$ cat src/rtl/obj_state_bank.sv
// obj_state_bank: x/y/alive bank for NUM_OBJ game objects plus a flag word, a bomb fuse and registered CPU reads.
// Optional macro OBJ_STATE_SHADOW_EN: display ports come from a shadow copy refreshed on frame_sync.
module obj_state_bank #(
    parameter int                NUM_OBJ     = 4,
    parameter int                COORD_W     = 5,
    parameter int                FLAG_W      = 10,
    parameter logic [FLAG_W-1:0] FLAG_INIT   = 10'h030,
    parameter int                BOMB_IDX    = 2,
    parameter int                FUSE_CYCLES = 50000000,
    parameter int                ADDR_W      = $clog2(NUM_OBJ+1)+2
) (
    input  logic                       clk,
    input  logic                       rst,
    input  logic                       wr_en_i,
    input  logic                       rd_en_i,
    input  logic [ADDR_W-1:0]          addr_i,
    input  logic [31:0]                wdata_i,
    output logic [31:0]                rdata_o,
    output logic                       rd_valid_o,
    input  logic                       frame_sync_i,
    output logic [NUM_OBJ*COORD_W-1:0] disp_x_o,
    output logic [NUM_OBJ*COORD_W-1:0] disp_y_o,
    output logic [NUM_OBJ-1:0]         disp_alive_o,
    output logic [FLAG_W-1:0]          disp_flags_o,
    output logic                       boom_o,
    output logic                       fuse_busy_o
);
    // Fuse FSM
    // state | meaning
    // IDLE  | no bomb armed, count held at 0
    // ARMED | counting down; expiry in the cycle the count is 0
    typedef enum logic {IDLE = 1'b0, ARMED = 1'b1} fuse_state_e;

    localparam int IDX_W       = ADDR_W - 2;
    localparam int OIX_W       = (NUM_OBJ > 1) ? $clog2(NUM_OBJ) : 1;
    localparam int CNT_W       = $clog2(FUSE_CYCLES);
    localparam int BOMB_EN_BIT = 9;
    localparam logic [CNT_W-1:0] CNT_LOAD = CNT_W'(FUSE_CYCLES - 1);

    logic [NUM_OBJ-1:0][COORD_W-1:0] x_q, x_d, y_q, y_d;
    logic [NUM_OBJ-1:0]              alive_q, alive_d;
    logic [FLAG_W-1:0]               flags_q, flags_d;
    fuse_state_e                     state_q, state_d;
    logic [CNT_W-1:0]                cnt_q, cnt_d;
    logic [31:0]                     rdata_q, rd_word;
    logic                            rd_valid_q;

    logic [IDX_W-1:0] idx;
    logic [OIX_W-1:0] oidx;
    logic [1:0]       fld;
    logic             is_obj, is_glb, bomb_wr, soft_rst, expire;

    assign idx      = addr_i[ADDR_W-1:2];
    assign fld      = addr_i[1:0];
    assign oidx     = idx[OIX_W-1:0];
    assign is_obj   = idx < IDX_W'(NUM_OBJ);
    assign is_glb   = idx == IDX_W'(NUM_OBJ);
    assign bomb_wr  = wr_en_i && (idx == IDX_W'(BOMB_IDX)) && (fld == 2'd2);
    assign soft_rst = wr_en_i && is_glb && (fld == 2'd3);
    // A CPU write to the bomb alive bit (or a soft reset) overrides an expiry in the same cycle.
    assign expire   = (state_q == ARMED) && (cnt_q == '0) && !bomb_wr && !soft_rst;

    always_comb begin
        x_d     = x_q;
        y_d     = y_q;
        alive_d = alive_q;
        flags_d = flags_q;
        if (wr_en_i && is_obj) begin
            case (fld)
                2'd0:    x_d[oidx] = wdata_i[COORD_W-1:0];
                2'd1:    y_d[oidx] = wdata_i[COORD_W-1:0];
                2'd2:    alive_d[oidx] = wdata_i[0];
                default: begin
                    x_d[oidx] = x_q[0];
                    y_d[oidx] = y_q[0];
                end
            endcase
        end else if (wr_en_i && is_glb) begin
            case (fld)
                2'd0:    flags_d = wdata_i[FLAG_W-1:0];
                2'd1:    flags_d[5:4] = wdata_i[1:0];
                default: ;
            endcase
        end
        if (expire) begin
            alive_d[BOMB_IDX]    = 1'b0;
            flags_d[BOMB_EN_BIT] = 1'b0;
        end
        if (soft_rst) begin
            x_d     = '0;
            y_d     = '0;
            alive_d = '0;
            flags_d = FLAG_INIT;
        end
    end

    always_comb begin
        rd_word = '0;
        if (is_obj) begin
            case (fld)
                2'd0:    rd_word[COORD_W-1:0] = x_q[oidx];
                2'd1:    rd_word[COORD_W-1:0] = y_q[oidx];
                2'd2:    rd_word[0] = alive_q[oidx];
                default: ;
            endcase
        end else if (is_glb) begin
            case (fld)
                2'd0:    rd_word[FLAG_W-1:0] = flags_q;
                2'd1:    rd_word[1:0] = flags_q[5:4];
                2'd2:    rd_word[CNT_W-1:0] = cnt_q;
                default: ;
            endcase
        end
    end

    always_ff @(posedge clk or posedge rst) begin
        if (rst) begin
            x_q     <= '0;
            y_q     <= '0;
            alive_q <= '0;
            flags_q <= FLAG_INIT;
        end else begin
            x_q     <= x_d;
            y_q     <= y_d;
            alive_q <= alive_d;
            flags_q <= flags_d;
        end
    end

    always_ff @(posedge clk or posedge rst) begin
        if (rst) begin
            rdata_q    <= '0;
            rd_valid_q <= 1'b0;
        end else begin
            rd_valid_q <= rd_en_i;
            if (rd_en_i) rdata_q <= rd_word;
        end
    end

    assign rdata_o    = rdata_q;
    assign rd_valid_o = rd_valid_q;

    always_ff @(posedge clk or posedge rst) begin
        if (rst) begin
            state_q <= IDLE;
            cnt_q   <= '0;
        end else begin
            state_q <= state_d;
            cnt_q   <= cnt_d;
        end
    end

    always_comb begin
        state_d = state_q;
        cnt_d   = cnt_q;
        case (state_q)
            IDLE: begin
                if (bomb_wr && wdata_i[0]) begin
                    state_d = ARMED;
                    cnt_d   = CNT_LOAD;
                end
            end
            default: begin
                if (bomb_wr) begin
                    state_d = wdata_i[0] ? ARMED : IDLE;
                    cnt_d   = wdata_i[0] ? CNT_LOAD : '0;
                end else if (cnt_q == '0) begin
                    state_d = IDLE;
                end else begin
                    cnt_d = cnt_q - 1'b1;
                end
            end
        endcase
        if (soft_rst) begin
            state_d = IDLE;
            cnt_d   = '0;
        end
    end

    always_comb begin
        fuse_busy_o = (state_q == ARMED);
        boom_o      = expire;
    end

    logic unused_bits;
`ifdef OBJ_STATE_SHADOW_EN
    logic [NUM_OBJ-1:0][COORD_W-1:0] sx_q, sy_q;
    logic [NUM_OBJ-1:0]              salive_q;
    logic [FLAG_W-1:0]               sflags_q;

    // Copy next-state so writes and expiries in the sync cycle are captured.
    always_ff @(posedge clk or posedge rst) begin
        if (rst) begin
            sx_q     <= '0;
            sy_q     <= '0;
            salive_q <= '0;
            sflags_q <= FLAG_INIT;
        end else if (frame_sync_i || soft_rst) begin
            sx_q     <= x_d;
            sy_q     <= y_d;
            salive_q <= alive_d;
            sflags_q <= flags_d;
        end
    end

    assign disp_x_o     = sx_q;
    assign disp_y_o     = sy_q;
    assign disp_alive_o = salive_q;
    assign disp_flags_o = sflags_q;
    assign unused_bits  = ^wdata_i[31:FLAG_W];
`else
    assign disp_x_o     = x_q;
    assign disp_y_o     = y_q;
    assign disp_alive_o = alive_q;
    assign disp_flags_o = flags_q;
    assign unused_bits  = ^{frame_sync_i, wdata_i[31:FLAG_W]};
`endif
endmodule

$ cat config.mk
export PLATFORM = sky130hd
export DESIGN_NAME = obj_state_bank
export DESIGN_NICKNAME = d
export VERILOG_FILES = /design/src/rtl/obj_state_bank.sv
export SDC_FILE = /design/constraint.sdc
export NUM_CORES = 1
export LEC_CHECK = 0
export CORE_UTILIZATION = 35
export DETAILED_ROUTE_END_ITERATION = 8
export GPL_ROUTABILITY_DRIVEN = 0
export HOLD_SLACK_MARGIN = 0.08
export PLACE_DENSITY = 0.62
export SLEW_MARGIN = 20
export SYNTH_ARGS = -nofsm -noshare
export SYNTH_HDL_FRONTEND = slang
export SYNTH_SLANG_ARGS = --single-unit
$ cat constraint.sdc
create_clock -name clk -period 3.5 [get_ports clk]
set_input_delay 0.875 -clock clk [delete_from_list [all_inputs] [get_ports clk]]
set_output_delay 0.875 -clock clk [all_outputs]
set_load 0.02 [all_outputs]
==> results of run 1 <==
[layout make-up]
class                           instances  area, um2
Clock buffer                           12        246
Clock inverter                          4       72.6
Fill cell                            1484       8490
Inverter                               24       93.8
Multi-Input combinational cell        374       2760
Sequential cell                       108       2710
Tap cell                              216        270
Timing Repair Buffer                  139       1310
[worst max-delay path: stages]
cell	delay [ns]
clkdlybuf4s50_1	0.48
or3b_1	0.39
o221ai_1	0.27
nor2_1	0.09
dlygate4sd2_1	0.33
[cell families (layout without fill, tap and decap cells)]
group                      Yosys count  count (layout)  synth area share
adders and majority gates            6               6            0.0131
DFF                                108             108             0.472
muxes                               28              28            0.0733
other                                1               6          0.000654
AOI/OAI and AO/OA                  186             186             0.232
buffers and inverters               62             179            0.0506
and+or+nand+nor                    148             148             0.159
[synthesized netlist by cell type (11+ instances only)]
cell / count
inv_1: 24
nand2_1: 35
clkbuf_1: 12
a22o_1: 42
dfrtp_1: 106
mux4_2: 11
o21ai_0: 39
buf_2: 12
nand3_1: 12
mux2i_1: 15
nor2_1: 26
a21oi_1: 23
[power by group through the flow]
| stage | Clock, uW | Combinational [uW] | Sequential (uW) |
|---|---|---|---|
| floorplan | 0 | 645 | 1950 |
| global placement | 0 | 1310 | 1850 |
| detailed placement | 0 | 1330 | 1870 |
| CTS | 1130 | 1340 | 1850 |
| global route | 1180 | 1450 | 1900 |
| finish | 1120 | 1330 | 1860 |
[how the worst max path moves through the flow]
| stage | from | endpoint | slack [ns] | cells after the start |
|---|---|---|---|---|
| detailed placement | addr_i[0] | boom_o | -0.1 | 7 |
| global route | addr_i[0] | boom_o | 0.12 | 7 |
| finish | addr_i[4] | boom_o | 0.19 | 5 |
| CTS | addr_i[4] | boom_o | 0.16 | 5 |
| global placement | addr_i[0] | boom_o | -0.08 | 7 |
| floorplan | addr_i[0] | boom_o | 0.65 | 6 |
[through the flow]
stage                     instances  setup slack [ns]  hold WS (ns)
after floorplan                 544             0.653         0.479
after global placement          861           -0.0781         0.475
after detailed placement        861           -0.0961         0.484
after CTS                       877             0.158         0.501
after global routing            877             0.117         0.518
final                           877             0.190         0.503
[metal layers]
metal,vias up,global-route usage
li1,2302,-
met1,2528,0.277
met2,194,0.353
met3,31,0.0422
met4,0,0.0903
met5,-,0
[registers in the layout (all words and copies together) (netlist names)]
signal / flops
cnt_q: 26
rdata_o: 26
disp_x_o: 20
disp_y_o: 20
disp_flags_o: 10
disp_alive_o: 4
fuse_busy_o: 1
rd_valid_o: 1
==> results.py, run 1 <==
metrics = {
    "detailed_routing": {
        "vias_per_cell": 5.76,
        "routed_wl_um": 17200,
        "post_drt_wl_per_cell_um": 19.6,
        "met2_length_um": 8380,
        "vias": 5055,
        "antenna_left": 0,
        "drt-initial-drc-count": 439,
        "drc": 0,
        "m1WireLength_um": 7380,
        "highest_layer": "met4",
        "dr.pass1.iters": 5,
        "wl_met3_um": 1040,
    },
    "timing": {
        "rsz0062_at_grt": "no",
        "max_slew_margin": 0.377,
        "fin_worst_skew_ns": 0.00698,
        "slew_viol_final": 0,
        "worst_pin_slew_ns": 0.928,
        "fmax_mhz": 302,
        "tns_ns": 0,
        "period_share": 0.946,
        "finalSetupViolCount": 0,
        "layout_min_cycle_time_ns": 3.31,
        "hold_viol": 0,
    },
    "synth": {
        "syn_inst": 539,
        "ys.flop_type": "dfrtp_1",
        "yosysWarnings": 0,
        "synth_top_area_share": 0.463,
        "async_flop_share": 1.00,
        "yosys_register_bits": 108,
        "synth_cell_types": 76,
        "synth_area_leaders": "dfrtp_1, a22o_1, mux4_2",
        "synth_area_leader_cell": "dfrtp_1",
        "synth-edff-count": 0,
        "syn_avg_cell_area_um2": 10.6,
        "synth_area_um2": 5730,
        "seq_area_frac_synth": 0.472,
    },
    "clocking": {
        "numCtsBuffers": 9,
        "cts_tree": "built",
        "cts-htree-levels": 3,
        "postCtsSetupRepairBufs": 0,
        "cts_resized": 1,
        "ctsHoldBuffers": 0,
        "cts-root-buf": "clkbuf_16",
        "clkLatencyLatePin_ns": 0.36,
        "clk_path_buf_depth": 2,
        "clk_pin_slew_ns": 0.07,
        "clock-sinks": 108,
    },
    "worst_setup_path": {
        "cp.required_ns": 2.62,
        "path_max_fanout": 2,
        "worstSetupPathType": "input port to output port",
        "reg2reg_depth": 7,
        "rrSetupSlack_ns": 0.88,
        "r2r_end": "cnt_q[23]$_DFFE_PP0P_",
        "arrival_ns": 2.43,
        "r2r_start": "cnt_q[0]$_DFFE_PP0P_",
        "critPathLaunchType": "input port",
        "end_kind": "output port",
    },
    "pwr": {
        "pwr-share-seq": 0.431,
        "power_frac_clock": 0.259,
        "combPwrFrac": 0.310,
        "power_leakage_uw": 0.00310,
        "ir_worst_vdd_mv": 0.331,
        "power_uw": 4300,
        "p_int_uw": 2790,
        "p_switching_uw": 1520,
        "swShare": 0.353,
        "powerDensity_nw_per_um2": 577,
    },
    "global_routing": {
        "grt_max_degree": 52,
        "overflow": 0,
        "track_usage": 0.215,
        "grt_pass1_vias": 5076,
        "antenna_found_initial": 0,
        "grt_pass1_wl_um": 27700,
    },
    "die": {
        "initial_core_util": 0.360,
        "die-area_um2": 16900,
        "die_w_um": 130,
        "core_um2": 15900,
        "rows": 46,
        "fp.dieH_um": 130,
        "ios": 131,
    },
    "cells_and_area": {
        "areaGrowthSynthToFinish_pct": 30.0,
        "drive_gt1_frac": 0.138,
        "finish.net_count": 704,
        "final_cell_mix": "dfrtp_1, clkdlybuf4s50_1, a22o_1",
        "final_area_um2": 7450,
        "layout_commonest_cell": "dfrtp_1",
        "final_util": 0.467,
        "diodes": 0,
    },
    "job": {
        "maxCapViolCount": 0,
    },
    "place": {
        "hpwl_um": 12300,
        "place.port_buffers": 101,
        "dpl_cell_area_um2": 7130,
    },
    "outcome": {
        "outcome": "complete, no violations",
    },
    "hold_path": {
        "min_from": "rdata_o[6]$_DFFE_PP0P_",
        "whs_path_depth": 2,
        "worstHoldEndpoint": "rdata_o[6]$_DFFE_PP0P_",
        "min_path_type": "flip-flop to flip-flop",
    },
}
No activity file was read; power rests on OpenSTA's default activity.
==> inputs of run 2 (changes only) <==
--- a/config.mk
+++ b/config.mk
@@ -5,11 +5,11 @@
 export SDC_FILE = /design/constraint.sdc
 export NUM_CORES = 1
 export LEC_CHECK = 0
-export CORE_UTILIZATION = 35
+export CORE_UTILIZATION = 45
 export DETAILED_ROUTE_END_ITERATION = 8
 export GPL_ROUTABILITY_DRIVEN = 0
 export HOLD_SLACK_MARGIN = 0.08
-export PLACE_DENSITY = 0.62
+export PLACE_DENSITY = 0.77
 export SLEW_MARGIN = 20
 export SYNTH_ARGS = -nofsm -noshare
 export SYNTH_HDL_FRONTEND = slang
==> run 2 against run 1 <==
  * Worst setup slack worse by 0.058 ns
  * Clock skew decreased by 0.0013 ns
  * Sequential power about the same
==> results.py, run 2 (same netlist as run 1, synthesis figures left out) <==
metrics = {
    "detailed_routing": {
        "routed_wl_um": 16200,
        "antenna_left": 0,
        "post_drt_wl_per_cell_um": 19.6,
        "drc": 0,
        "vias": 5036,
        "dr.pass1.iters": 5,
        "wl_met3_um": 942,
        "vias_per_cell": 6.10,
        "m1WireLength_um": 6660,
        "met2_length_um": 8070,
        "drt-initial-drc-count": 407,
        "highest_layer": "met4",
    },
    "cells_and_area": {
        "final_cell_mix": "dfrtp_1, clkdlybuf4s50_1, a22o_1",
        "areaGrowthSynthToFinish_pct": 28.4,
        "diodes": 0,
        "finish.net_count": 701,
        "final_util": 0.603,
        "drive_gt1_frac": 0.134,
        "layout_commonest_cell": "dfrtp_1",
        "fill_cells": 1038,
    },
    "worst_setup_path": {
        "critPathLaunchType": "input port",
        "r2r_end": "cnt_q[23]$_DFFE_PP0P_",
        "rrSetupSlack_ns": 0.82,
        "crit_end": "boom_o",
        "cpMaxStageDelayCell": "clkdlybuf4s50_1",
        "end_kind": "output port",
        "cp_cell_sequence": "clkdlybuf4s50_1 > or3b_1 > o221ai_1 > nor2_1 > dlygate4sd2_1",
        "path_max_fanout": 2,
        "max_stage_delay_ns": 0.50,
        "arrival_ns": 2.49,
        "startpoint": "addr_i[4]",
        "cp.required_ns": 2.62,
        "reg2reg_depth": 7,
        "worstSetupPathType": "input port to output port",
        "r2r_start": "cnt_q[0]$_DFFE_PP0P_",
    },
    "clocking": {
        "clk_path_buf_depth": 2,
        "clkLatencyLatePin_ns": 0.35,
        "postCtsSetupRepairBufs": 0,
        "clock-sinks": 108,
        "cts_resized": 1,
        "clk_pin_slew_ns": 0.07,
        "cts-htree-levels": 3,
        "ctsHoldBuffers": 0,
        "cts-root-buf": "clkbuf_16",
        "cts_tree": "built",
        "numCtsBuffers": 9,
    },
    "place": {
        "place.port_buffers": 101,
        "post-place-ws_ns": -0.128,
        "hpwl_um": 11500,
    },
    "timing": {
        "period_share": 0.962,
        "fin_ws_ns": 0.132,
        "finalSetupViolCount": 0,
        "hold_viol": 0,
        "fmax_mhz": 297,
        "fin_worst_skew_ns": 0.00569,
        "max_slew_margin": 0.361,
        "layout_min_cycle_time_ns": 3.37,
        "slew_viol_final": 0,
        "rsz0062_at_grt": "no",
        "worst_pin_slew_ns": 0.953,
    },
    "die": {
        "ios": 131,
        "rows": 40,
        "core_um2": 12200,
        "initial_core_util": 0.469,
        "die_w_um": 115,
        "die-area_um2": 13200,
        "fp.dieH_um": 115,
    },
    "pwr": {
        "powerDensity_nw_per_um2": 580,
        "power_leakage_uw": 0.00308,
        "ir_worst_vdd_mv": 0.396,
    },
    "global_routing": {
        "grt_pass1_wl_um": 25800,
        "track_usage": 0.254,
        "antenna_found_initial": 0,
        "grt_pass1_vias": 5056,
        "overflow": 0,
        "grt_max_degree": 109,
    },
    "job": {
        "maxCapViolCount": 0,
    },
    "hold_path": {
        "min_path_type": "flip-flop to flip-flop",
    },
    "outcome": {
        "outcome": "complete, no violations",
    },
}
-- run 2: changes by cell type in the layout (fill, tap and decap cells not counted), sizes merged --
cell / before / now
clkbuf: 12 / 11
buf: 38 / 35
clkinv: 1 / 2
-- run 2: stage by stage --
stage	cell area [um2]	setup TNS [ns]	total power (uW)	hold WS [ns]	cells
after CTS	7360	0	4270	0.512	826
after global routing	7360	0	4460	0.524	826
after detailed placement	7050	-0.128	3180	0.492	810
final	7360	0	4270	0.501	826
after floorplan	5760	0	2590	0.479	544
after global placement	7050	-0.128	3140	0.488	810
-- run 2: worst max-delay path: cells and delay by family --
kind                   cells  cell delay, ns
AOI/OAI and AO/OA          1            0.29
buffers and inverters      2            0.83
and+or+nand+nor            2            0.49
-- run 2: area by class of cell --
| class | count | area [um2] | share of cell area |
|---|---|---|---|
| clock buffer | 11 | 233 | 0.0316 |
| clock inverter | 5 | 77.6 | 0.0105 |
| multi-input combinational | 374 | 2760 | 0.374 |
| timing repair buffer | 136 | 1280 | 0.175 |
| tap | 168 | 210 | 0.0286 |
| sequential | 108 | 2710 | 0.367 |
| inverter | 24 | 93.8 | 0.0127 |
-- run 2: worst min path at each step --
stage | start | to | slack, ns | depth (start not counted)
finish | rdata_o[6]$_DFFE_PP0P_ | rdata_o[6]$_DFFE_PP0P_ | 0.50 | 2
global route | rdata_o[16]$_DFFE_PP0P_ | rdata_o[16]$_DFFE_PP0P_ | 0.52 | 1
CTS | rdata_o[6]$_DFFE_PP0P_ | rdata_o[6]$_DFFE_PP0P_ | 0.51 | 2
detailed placement | rdata_o[6]$_DFFE_PP0P_ | rdata_o[6]$_DFFE_PP0P_ | 0.49 | 2
global placement | rdata_o[6]$_DFFE_PP0P_ | rdata_o[6]$_DFFE_PP0P_ | 0.49 | 2
floorplan | cnt_q[25]$_DFFE_PP0P_ | cnt_q[25]$_DFFE_PP0P_ | 0.48 | 1
-- run 2: power breakdown --
group	internal (uW)	switching [uW]	leakage, uW	total (uW)
Clock	625	452	0.000150	1080
Sequential	1510	345	0.00138	1850
Combinational	635	704	0.00155	1340
-- run 2: metal layers --
metal / vias up / track usage
li1: 2290 / -
met1: 2486 / 0.313
met2: 222 / 0.427
met3: 38 / 0.0474
met4: 0 / 0.128
met5: - / 0
